--- src/rtl/sub_pkg.sv ---
`default_nettype none
// ============================================================================
// Module  : sub_pkg
// Purpose : Shared definitions for the bit-serial (nibble-serial) subtractor.
//           Provides the slice width and the controller state encoding.
// Ports   : none (package)
// Revision: 1.0 - initial release
// ============================================================================
package sub_pkg;

    // Width of one arithmetic step of the serial subtractor.
    localparam int C_SLICE_W = 4;

    // Controller states.
    typedef enum logic [1:0] {
        IDLE = 2'd0,
        RUN  = 2'd1,
        DONE = 2'd2
    } state_t;

endpackage : sub_pkg
`default_nettype wire

--- src/rtl/slice_sub4.sv ---
`default_nettype none
// ============================================================================
// Module  : slice_sub4
// Purpose : Combinational 4-bit subtract slice. Computes a4 + ~b4 + cin, so a
//           chain started with cin=1 yields a - b in two's complement.
// Ports   : a4   - minuend slice
//           b4   - subtrahend slice (inverted internally)
//           cin  - carry in (1 = no borrow pending)
//           d4   - difference slice
//           cout - carry out (0 = borrow out)
// Revision: 1.0 - initial release
// ============================================================================
module slice_sub4
    import sub_pkg::*;
(
    input  logic [C_SLICE_W-1:0] a4,
    input  logic [C_SLICE_W-1:0] b4,
    input  logic                 cin,
    output logic [C_SLICE_W-1:0] d4,
    output logic                 cout
);

    logic [C_SLICE_W:0] w_sum;

    assign w_sum = {1'b0, a4} + {1'b0, ~b4} + {{C_SLICE_W{1'b0}}, cin};
    assign d4    = w_sum[C_SLICE_W-1:0];
    assign cout  = w_sum[C_SLICE_W];

endmodule : slice_sub4
`default_nettype wire

--- src/rtl/sub_serial.sv ---
`default_nettype none
// ============================================================================
// Module  : sub_serial
// Purpose : Nibble-serial subtractor. Accepts a and b with a valid/ready
//           handshake, computes a - b one 4-bit slice per cycle (LSB first)
//           using a single reused slice_sub4, then presents diff/borrow until
//           the consumer accepts the result.
// Config  : define SUB_FLAGS_EN to add the registered zero and ovf outputs.
// Ports   : clk       - clock, rising edge
//           rst_n     - synchronous active-low reset
//           in_valid  - operands valid          in_ready  - operands accepted
//           a, b      - minuend / subtrahend
//           out_valid - result valid            out_ready - result consumed
//           diff      - a - b mod 2^WIDTH       borrow    - unsigned a < b
//           zero, ovf - diff==0 / signed overflow (SUB_FLAGS_EN only)
// Revision: 1.0 - initial release
// ============================================================================
module sub_serial
    import sub_pkg::*;
#(
    parameter int WIDTH = 32
) (
    input  logic             clk,
    input  logic             rst_n,
    input  logic             in_valid,
    output logic             in_ready,
    input  logic [WIDTH-1:0] a,
    input  logic [WIDTH-1:0] b,
    output logic             out_valid,
    input  logic             out_ready,
    output logic [WIDTH-1:0] diff,
    output logic             borrow
`ifdef SUB_FLAGS_EN
    ,
    output logic             zero,
    output logic             ovf
`endif
);

    localparam int NSLICE = WIDTH / C_SLICE_W;
    localparam int CNT_W  = $clog2(NSLICE);

    localparam logic [CNT_W-1:0] c_last_slice = CNT_W'(NSLICE - 1);
    localparam logic [CNT_W-1:0] c_cnt_one    = CNT_W'(1);

    state_t               r_state;
    state_t               w_state_nxt;

    logic [WIDTH-1:0]     r_a;
    logic [WIDTH-1:0]     r_b;
    logic [WIDTH-1:0]     r_diff;
    logic                 r_carry;
    logic                 r_borrow;
    logic [CNT_W-1:0]     r_cnt;

    logic                 w_last;
    logic [CNT_W+1:0]     w_base;
    logic [C_SLICE_W-1:0] w_d4;
    logic                 w_cout;

    assign w_last = (r_cnt == c_last_slice);
    // Bit offset of the current slice: r_cnt * 4.
    assign w_base = {r_cnt, 2'b00};

    slice_sub4 u_slice (
        .a4   (r_a[w_base +: C_SLICE_W]),
        .b4   (r_b[w_base +: C_SLICE_W]),
        .cin  (r_carry),
        .d4   (w_d4),
        .cout (w_cout)
    );

    // ------------------------------------------------------------------------
    // Controller
    // ------------------------------------------------------------------------
    always_ff @(posedge clk) begin
        if (!rst_n) begin
            r_state <= IDLE;
        end else begin
            r_state <= w_state_nxt;
        end
    end

    always_comb begin
        w_state_nxt = r_state;
        in_ready    = 1'b0;
        out_valid   = 1'b0;
        case (r_state)
            IDLE: begin
                in_ready = 1'b1;
                if (in_valid) begin
                    w_state_nxt = RUN;
                end
            end
            RUN: begin
                if (w_last) begin
                    w_state_nxt = DONE;
                end
            end
            DONE: begin
                out_valid = 1'b1;
                if (out_ready) begin
                    w_state_nxt = IDLE;
                end
            end
            default: begin
                w_state_nxt = IDLE;
            end
        endcase
    end

    // ------------------------------------------------------------------------
    // Datapath: operands are captured once; diff is only written in RUN so it
    // holds its value through DONE and IDLE.
    // ------------------------------------------------------------------------
    always_ff @(posedge clk) begin
        if (!rst_n) begin
            r_a      <= '0;
            r_b      <= '0;
            r_diff   <= '0;
            r_carry  <= 1'b0;
            r_borrow <= 1'b0;
            r_cnt    <= '0;
        end else begin
            case (r_state)
                IDLE: begin
                    if (in_valid) begin
                        r_a     <= a;
                        r_b     <= b;
                        r_carry <= 1'b1;
                        r_cnt   <= '0;
                    end
                end
                RUN: begin
                    r_diff[w_base +: C_SLICE_W] <= w_d4;
                    r_carry <= w_cout;
                    r_cnt   <= r_cnt + c_cnt_one;
                    if (w_last) begin
                        // No carry out of the top slice means a < b.
                        r_borrow <= ~w_cout;
                    end
                end
                default: begin
                end
            endcase
        end
    end

    assign diff   = r_diff;
    assign borrow = r_borrow;

`ifdef SUB_FLAGS_EN
    logic r_zero;
    logic r_ovf;

    // The last RUN cycle writes the top slice, so the final diff is the new
    // top nibble over the already-stored lower bits.
    always_ff @(posedge clk) begin
        if (!rst_n) begin
            r_zero <= 1'b0;
            r_ovf  <= 1'b0;
        end else if ((r_state == RUN) && w_last) begin
            r_zero <= ({w_d4, r_diff[WIDTH-C_SLICE_W-1:0]} == '0);
            r_ovf  <= (r_a[WIDTH-1] != r_b[WIDTH-1]) &&
                      (w_d4[C_SLICE_W-1] != r_a[WIDTH-1]);
        end
    end

    assign zero = r_zero;
    assign ovf  = r_ovf;
`else
    // Flag outputs and their registers are absent in this build.
`endif

endmodule : sub_serial
`default_nettype wire

--- config.mk ---
export PLATFORM = sky130hd
export DESIGN_NAME = sub_serial
export DESIGN_NICKNAME = d
export VERILOG_FILES = /design/src/rtl/sub_pkg.sv /design/src/rtl/slice_sub4.sv /design/src/rtl/sub_serial.sv
export SDC_FILE = /design/constraint.sdc
export NUM_CORES = 1
export LEC_CHECK = 0
export CORE_ASPECT_RATIO = 0.9
export CORE_UTILIZATION = 40
export CTS_BUF_LIST = sky130_fd_sc_hd__clkbuf_16
export DETAILED_ROUTE_END_ITERATION = 6
export PLACE_DENSITY = 0.66
export SETUP_SLACK_MARGIN = 0.4
export SLEW_MARGIN = 15
export SYNTH_ARGS = -nofsm -noshare
export SYNTH_HDL_FRONTEND = slang
export SYNTH_HIERARCHICAL = 1
export SYNTH_SLANG_ARGS = --single-unit
--- constraint.sdc ---
create_clock -name clk -period 3 [get_ports clk]
set_input_delay 0.45 -clock clk [delete_from_list [all_inputs] [get_ports clk]]
set_output_delay 0.45 -clock clk [all_outputs]
set_load 0.05 [all_outputs]
# Word level (Yosys, flattened, before mapping)
# Index checks and enable logic that the tools add are counted.
# classes
n_eq_ne	6
add_sub_neg	4
n_shift	4
muxes	11
n_bitwise	2
reduce_logical	6
# ops
operator	n
$shiftx A32 B6 Y4	2
$bwmux W32	1
$shift A4 B7 Y32 const A	1
$shiftx A4 B7 Y32	1
$neg A5 Y7	1
$mux W2	3
$ne A2 B2 Y1 const B	3
$pmux W2 S3	1
$pmux W3 S2	1
$reduce_and A2 Y1	3
$add A4 B4 Y5	1
$add A5 B1 Y5	1
$not A4 Y4	1
$add A3 B1 Y3 const B	1
$eq A3 B3 Y1 const B	1
$mux W1	3
$mux W3	1
$reduce_and A3 Y1	1
$eq A2 B1 Y1 const B	1
$eq A2 B2 Y1 const B	1
$logic_not A2 Y1	1
$pmux W1 S2	1
$reduce_bool A2 Y1	1
$not A1 Y1	1
# totals
elab_cells	40
out_inout_bits	35
register_bits	103
in_bits	68

# Longest topological paths before layout
# Gate-level depths: netlist of the first run.
# logic_depth
ltp_word	6
mapped_depth	13
ltp_nobuf	11

# By module
# The synthesis of the first run kept the hierarchy.
# by_module_without_submodules
module	area_each_um2	n_inst	cells_each	seq_area_each_um2
sub_serial	4538.1	1	511	2062.0
slice_sub4	152.6	1	19	0.0

# Worst setup path after synthesis of the first run
# Ideal clock, no wire load.
# synth_timing
kind	register -> register
from	register r_cnt[0]
to	register r_carry
n_path_buf	2
synth_period_minus_slack_ps	2598
setup_ps	125
path_stages_with_launch	14
required_ps	2875
arrival_time_ps	2473
slack_ps	402
path_cell_list	dfxtp_1 -> buf_6 -> buf_6 -> mux4_2 -> nand2_1 -> nand2_1 -> inv_1 -> fa_1 -> inv_1 -> fa_1 -> a21o_1 -> a21o_1 -> o21ai_0 -> a21oi_1
# synth_between
elab_chain_cells	5
word_cells_on_any_way	6
classes_between	add/sub: 2; shift: 2; mux: 1; bitwise: 1
# synth_lines
element	line_no	rtl
from (decl)	sub_serial.sv:54	logic [CNT_W-1:0] r_cnt;
from (signal assigned)	sub_serial.sv:137	r_cnt <= r_cnt + c_cnt_one;
$shiftx A32 B6 Y4	sub_serial.sv:67	.b4 (r_b[w_base +: C_SLICE_W]),
$not A4 Y4	slice_sub4.sv:25	assign w_sum = {1'b0, a4} + {1'b0, ~b4} + {{C_SLICE_W{1'b0}}, cin};
$add A4 B4 Y5 (*)	slice_sub4.sv:25	
$add A5 B1 Y5 (*)	slice_sub4.sv:25	
via w_cout	sub_serial.sv:59	logic w_cout;
$pmux W1 S2 (*)	sub_serial.sv:125	case (r_state)
to (signal assigned)	sub_serial.sv:136	r_carry <= w_cout;
to (decl)	sub_serial.sv:52	logic r_carry;
# Mark *: on every way through the listed nets, which the timed path passes. The rest lies on a longest branch.
# A chain may end at the register's enable or synchronous reset.

# Worst setup path in the final report of the first run
# Ends and elaborated chain as after synthesis.

==> results.ini, run 1 <==
[power_and_ir_drop]
power_density_nw_per_um2=512
sw_frac_of_total_pct=26.8
pwr-share-seq_pct=45.6
leakage_nw=2.40
clkPwrFrac_pct=37.7
p_comb_share_pct=16.7
p_int_mw=2.35
p_sw_mw=0.860
ir_drop_mv=0.332

[critical_path]
crit_arrival_ns=2.77
endpoint_kind=flip-flop
cp-start-kind=flip-flop
rr_startpoint=r_cnt[0]
rr_endpoint=r_carry
r2r_setup_slack_ns=0.45
critical_path_class=reg2reg
cp_max_fo=5
worstPathRequired_ns=3.22
rr_worst_depth=11

[global_routing]
grt_pass1_wl_mm=18.6
grt_start_max_net_pins=65
antenna_found_initial=0
grt_usage_pct=19.5
grt_most_used_layer=met2
grt-ovfl-total=0
grt.met3_usage_pct=3.19
met1_usage_pct=25.9
grt_pass1_vias=3890
grt_util_met2_pct=32.5

[synth]
synth_top_area_cell=dfxtp_1
yosys_warnings=6
synth_area_um2=4690
synth_enable_flop_cells=0
netlist_top_cells_count=nand2_1 (198), dfxtp_1 (103), a21oi_1 (68), mux2i_1 (33), mux4_2 (16)
ys_ff_latch=103
synthTopCellsByArea=dfxtp_1 (44%), nand2_1 (16%), mux4_2 (7.7%)
ys_types=38
synthMostInstantiatedCell=nand2_1
syn_nets=610
synth-main-ff-cell=dfxtp_1
synthArstFlopShare_pct=0
synth.top_cell.area_share_pct=44.0
syn_area_per_cell_um2=8.85
syn_inst=530
yosysSeqAreaShare_pct=44.0

[outcome]
status=finished clean

[sta]
clock_skew_ns=0.00904
worst_slack_ns=0.446
post-route-min-period_ns=2.55
max_slew.worst_pin.slew_ns=0.736
min_period_over_period_pct=85.1
slew_headroom_pct=50.9
rsz0062_at_grt=true
finalHoldViolCount=0
drv_slew=0
clock.fmax_mhz=392
setup_viol=0
fin_setup_tns_ns=0

[placed_design]
pre_cts_ws_ns=0.147
io_buffers=102
place_hpwl_mm=8.04
gp_congestion=0.820

[drt]
drtPass1Iterations=4
drt_iter0_drc=198
avgRoutedWirePerCell_um=14.5
viasPerCell=4.98
vias=3926
wl_mm=11.4
post-route-drc-count=0
ant_nets=0

[floorplanning]
fp.dieArea_um2=12200
num_io_pins=103
core_um2=11400
start_util_pct=41.0
fp-row-count=37
die_w_um=116
die_h_um=105

[clocking]
cts_made_buffers=9
root_buffer=clkbuf_16
clock_latency_ns=0.35
ctsLongestPathBuffers=2
clk_pin_slew_ns=0.07
cts_tree=built
cts.htree.levels=3
clock-sinks=103

[finish]
area_growth_pct=33.6
final_net_count=707
drive_gt1_share_pct=12.7
final.fill_count=1065
diodes=0

[flow_run]
max_cap_viol_count=0

[min_path]
hp-start=r_a[31]
min_path_type=reg2reg
holdPathStages=2
hold_end=r_a[31]

[registers in the layout, summed over array words and instances (netlist names)]
| register | count |
|---|---|
| r_state | 2 |
| r_a | 32 |
| diff | 32 |
| r_b | 32 |
| r_carry | 1 |
| r_cnt | 3 |
| borrow | 1 |
[critical path, cell delays in order (launching register included)]
cell	delay, ns
dfxtp_4	0.39
buf_12	0.13
buf_4	0.12
buf_4	0.10
mux4_2	0.52
nand2_2	0.09
nand2_2	0.07
fa_2	0.44
a21o_1	0.20
a21o_1	0.19
o21ai_1	0.12
a21oi_1	0.05
[worst max path at each step]
stage                         from  endpoint  cells after the start
after floorplan           r_cnt[0]   r_carry                     13
final                     r_cnt[0]   r_carry                     11
after global placement    r_cnt[0]  diff[10]                     12
after detailed placement  r_cnt[0]  diff[26]                     12
after CTS                 r_cnt[0]  diff[26]                     11
after global routing      r_cnt[0]  diff[15]                     13
[cells by family (layout without fill, tap and decap cells)]
family / after synthesis / after routing / share of synthesized area, %
mux: 49 / 49 / 14.7
simple gates: 236 / 236 / 22.1
fa+ha+maj: 12 / 12 / 3.52
compound gates: 77 / 77 / 8.78
buf+inv: 51 / 153 / 6.59
xor+xnor: 2 / 2 / 0.374
flops: 103 / 103 / 44.0
[per-layer routing]
layer  vias to the layer above  part of all wire [%]
li1                       1962                     -
met1                      1860                    47
met2                        94                    49
met3                        10                   3.4
met4                         0                  0.89
met5                         -                     0
[power groups by stage]
stage | Sequential (mW) | Clock (mW) | Combinational (mW)
final | 1.46 | 1.21 | 0.536
after global routing | 1.47 | 1.28 | 0.581
after CTS | 1.46 | 1.22 | 0.505
after detailed placement | 1.49 | 0 | 0.486
after global placement | 1.49 | 0 | 0.474
after floorplan | 1.50 | 0 | 0.290
[per-stage QoR]
step,hold slack (ns),total power [mW],instances,util (%),cell area [um2]
final,0.453,3.21,788,54.8,6260
after global routing,0.472,3.33,788,54.8,6260
after CTS,0.457,3.19,786,54.0,6170
after detailed placement,0.446,1.98,764,50.6,5790
after global placement,0.433,1.96,764,50.6,5790
after floorplan,0.423,1.79,530,-,4690
[cell usage in the layout (no fill, tap or decap), drive strengths merged, types with 8 or more instances in the layout]
cell type,n
clkbuf,10
nand2,198
inv,18
buf,20
ha,10
clkdlybuf4s50,102
mux2i,33
nand3,8
mux4,16
dfxtp,103
a21oi,68
[final cells by class]
type / instances / area, um2 / area share (%)
Clock buffer: 9 / 225 / 3.59
Clock inverter: 7 / 83.8 / 1.34
Multi-Input combinational cell: 376 / 2390 / 38.2
Inverter: 14 / 52.6 / 0.839
Sequential cell: 103 / 2070 / 33.0
Tap cell: 156 / 195 / 3.12
Timing Repair Buffer: 123 / 1250 / 20.0
[what timing repair did]
action	4_1_cts	5_1_grt
hold buffers	0	0
setup endpoints to repair	23	20
cloned	0	1
resized for setup	4	16
pin swaps	1	8
buffers inserted	6	1
Note: power is estimated with default switching activity, not from simulation.
==> run 2: changes to the inputs <==
--- a/config.mk
+++ b/config.mk
@@ -5,6 +5,7 @@
 export SDC_FILE = /design/constraint.sdc
 export NUM_CORES = 1
 export LEC_CHECK = 0
+export ABC_AREA = 0
 export CORE_ASPECT_RATIO = 0.9
 export CORE_UTILIZATION = 40
 export CTS_BUF_LIST = sky130_fd_sc_hd__clkbuf_16
==> results of run 2 <==
Same layout as run 1: the final DEF is identical, and so are final timing and power.
==> run 3: changes to the inputs <==
--- a/config.mk
+++ b/config.mk
@@ -7,6 +7,7 @@
 export LEC_CHECK = 0
 export ABC_AREA = 0
 export CORE_ASPECT_RATIO = 0.9
+export CORE_MARGIN = 5
 export CORE_UTILIZATION = 40
 export CTS_BUF_LIST = sky130_fd_sc_hd__clkbuf_16
 export DETAILED_ROUTE_END_ITERATION = 6
==> constraint.sdc (replaced) <==
create_clock -name clk -period 2.9 [get_ports clk]
set_input_delay 0.435 -clock clk [delete_from_list [all_inputs] [get_ports clk]]
set_output_delay 0.435 -clock clk [all_outputs]
set_load 0.05 [all_outputs]
==> run 3 against run 2 <==
Net effect:
- register-to-register slack lost 0.08 ns
- count of clock-buffer cells in the layout is the same
- global-route usage shrank 2.5 points
- clock power shrank 3%
- non-clock buffer count shrank 2
- via count is essentially flat
- final area shrank 0.24%
- hold slack is essentially flat
- critical endpoint is now diff[22]
==> results.ini, run 3 (synthesis results as in run 1) <==
[power_and_ir_drop]
clkPwrFrac_pct=36.1
p_comb_share_pct=17.3
leakage_nw=2.37
power_density_nw_per_um2=520
p_int_mw=2.40
ir_drop_mv=0.413
p_sw_mw=0.847
sw_frac_of_total_pct=26.1
pwr-share-seq_pct=46.5

[critical_path]
worstPathRequired_ns=3.17
crit_arrival_ns=2.80
critical_path_class=reg2reg
cp-start-kind=flip-flop
endpoint_kind=flip-flop
cp_max_fo=7

[clocking]
clock-sinks=103
cts_tree=built
cts.htree.levels=3
holdBufCountCts=0
clk_pin_slew_ns=0.07
clock_latency_ns=0.34
ctsLongestPathBuffers=2
root_buffer=clkbuf_16
cts_made_buffers=9

[floorplanning]
fp-row-count=37
die_w_um=124
die_h_um=113
num_io_pins=103
start_util_pct=40.9
fp.dieArea_um2=14000
core_um2=11500

[global_routing]
grt_util_met2_pct=26.5
grt_most_used_layer=met2
grt-ovfl-total=0
grt_pass1_vias=3971
antenna_found_initial=0
grt.met3_usage_pct=4.10
grt_usage_pct=16.9
grt_start_max_net_pins=65
met1_usage_pct=22.9
grt_pass1_wl_mm=19.0

[finish]
drive_gt1_share_pct=13.8
diodes=0
layout_commonest_cell=nand2_1
area_growth_pct=33.2
utilization_pct=54.4
final_cell_mix=nand2_1 (192), dfxtp_1 (102), clkdlybuf4s50_1 (102), a21oi_1 (67), mux2i_1 (33)
final_net_count=705

[sta]
setup_viol=0
slew_headroom_pct=58.8
worst_slack_ns=0.365
max_slew.worst_pin.slew_ns=0.618
drv_slew=0
clock.fmax_mhz=394
finalHoldViolCount=0
min_period_over_period_pct=87.4
post-route-min-period_ns=2.54
clock_skew_ns=0.00819
rsz0062_at_grt=true

[drt]
avgRoutedWirePerCell_um=15.0
ant_nets=0
drtPass1Iterations=4
vias=3923
drt_iter0_drc=257
post-route-drc-count=0
viasPerCell=5.00
wl_mm=11.7

[flow_run]
max_cap_viol_count=0

[min_path]
min_path_type=reg2reg

[outcome]
status=finished clean

[placed_design]
pre_cts_ws_ns=-0.0621
gp_congestion=0.846
io_buffers=102
place_hpwl_mm=8.43

run 3: cell types whose count changed in the layout (fill, tap and decap cells not counted), moves of 2 or more:
cell,previous run,this run
nand3_1,8,2
nand3_2,0,6
buf_12,4,1
buf_6,1,4
inv_6,4,1
buf_4,15,13
ha_1,9,7
inv_1,10,8
inv_2,3,5
nand2_1,194,192
run 3: critical path, cell delays in order, from the launching register on:
cell	delay, ns
dfxtp_4	0.44
buf_6	0.12
mux4_2	0.47
nand2_1	0.08
nand2_1	0.07
fa_2	0.36
inv_2	0.08
fa_2	0.26
xor2_4	0.27
nand4_1	0.16
mux2i_1	0.16
run 3: stage by stage:
stage / area (um2) / std cells / setup TNS, ns / hold slack, ns / power, mW
after floorplan: 4700 / 530 / 0 / 0.423 / 1.85
after global placement: 5750 / 761 / 0 / 0.440 / 2.02
after detailed placement: 5750 / 761 / -0.283 / 0.443 / 2.03
after CTS: 6150 / 782 / 0 / 0.455 / 3.24
after global routing: 6250 / 785 / 0 / 0.471 / 3.39
final: 6250 / 785 / 0 / 0.454 / 3.25
run 3: final timing paths:
| kind | endpoint | cells past startpoint | slack (ns) | startpoint |
|---|---|---|---|---|
| max | diff[22] | 10 | 0.36 | r_cnt[0] |
| min | r_b[26] | 2 | 0.45 | r_b[26] |
| max reg2reg | diff[22] | 10 | 0.36 | r_cnt[0] |
| min reg2reg | r_b[26] | 2 | 0.45 | r_b[26] |
run 3: metal layers:
metal  wire (um)  up-vias
met4         244        0
met5           0        -
met1        5300     1847
met3         625       21
met2        5560      103
li1            -     1952
run 3: repair_timing:
action                     CTS  global route
resized for setup           17            21
gates cloned                 0             0
setup endpoints to repair   27            28
buffers inserted             6             3
pin swaps                    7             8
run 3: area by class of cell:
type | count | area (um2)
Clock inverter | 6 | 61.3
Multi-Input combinational cell | 376 | 2450
Tap cell | 156 | 195
Fill cell | 1075 | 5230
Timing Repair Buffer | 121 | 1200
Inverter | 14 | 53.8
Sequential cell | 103 | 2070
Clock buffer | 9 | 225
run 3: power by group through the flow:
stage          combinational [mW]  sequential [mW]  clock [mW]
3_3_place_gp                0.473             1.55           0
3_5_place_dp                0.481             1.55           0
5_1_grt                     0.613             1.52        1.26
2_1_floorplan               0.304             1.55           0
4_1_cts                     0.528             1.51        1.20
6_report                    0.563             1.51        1.17
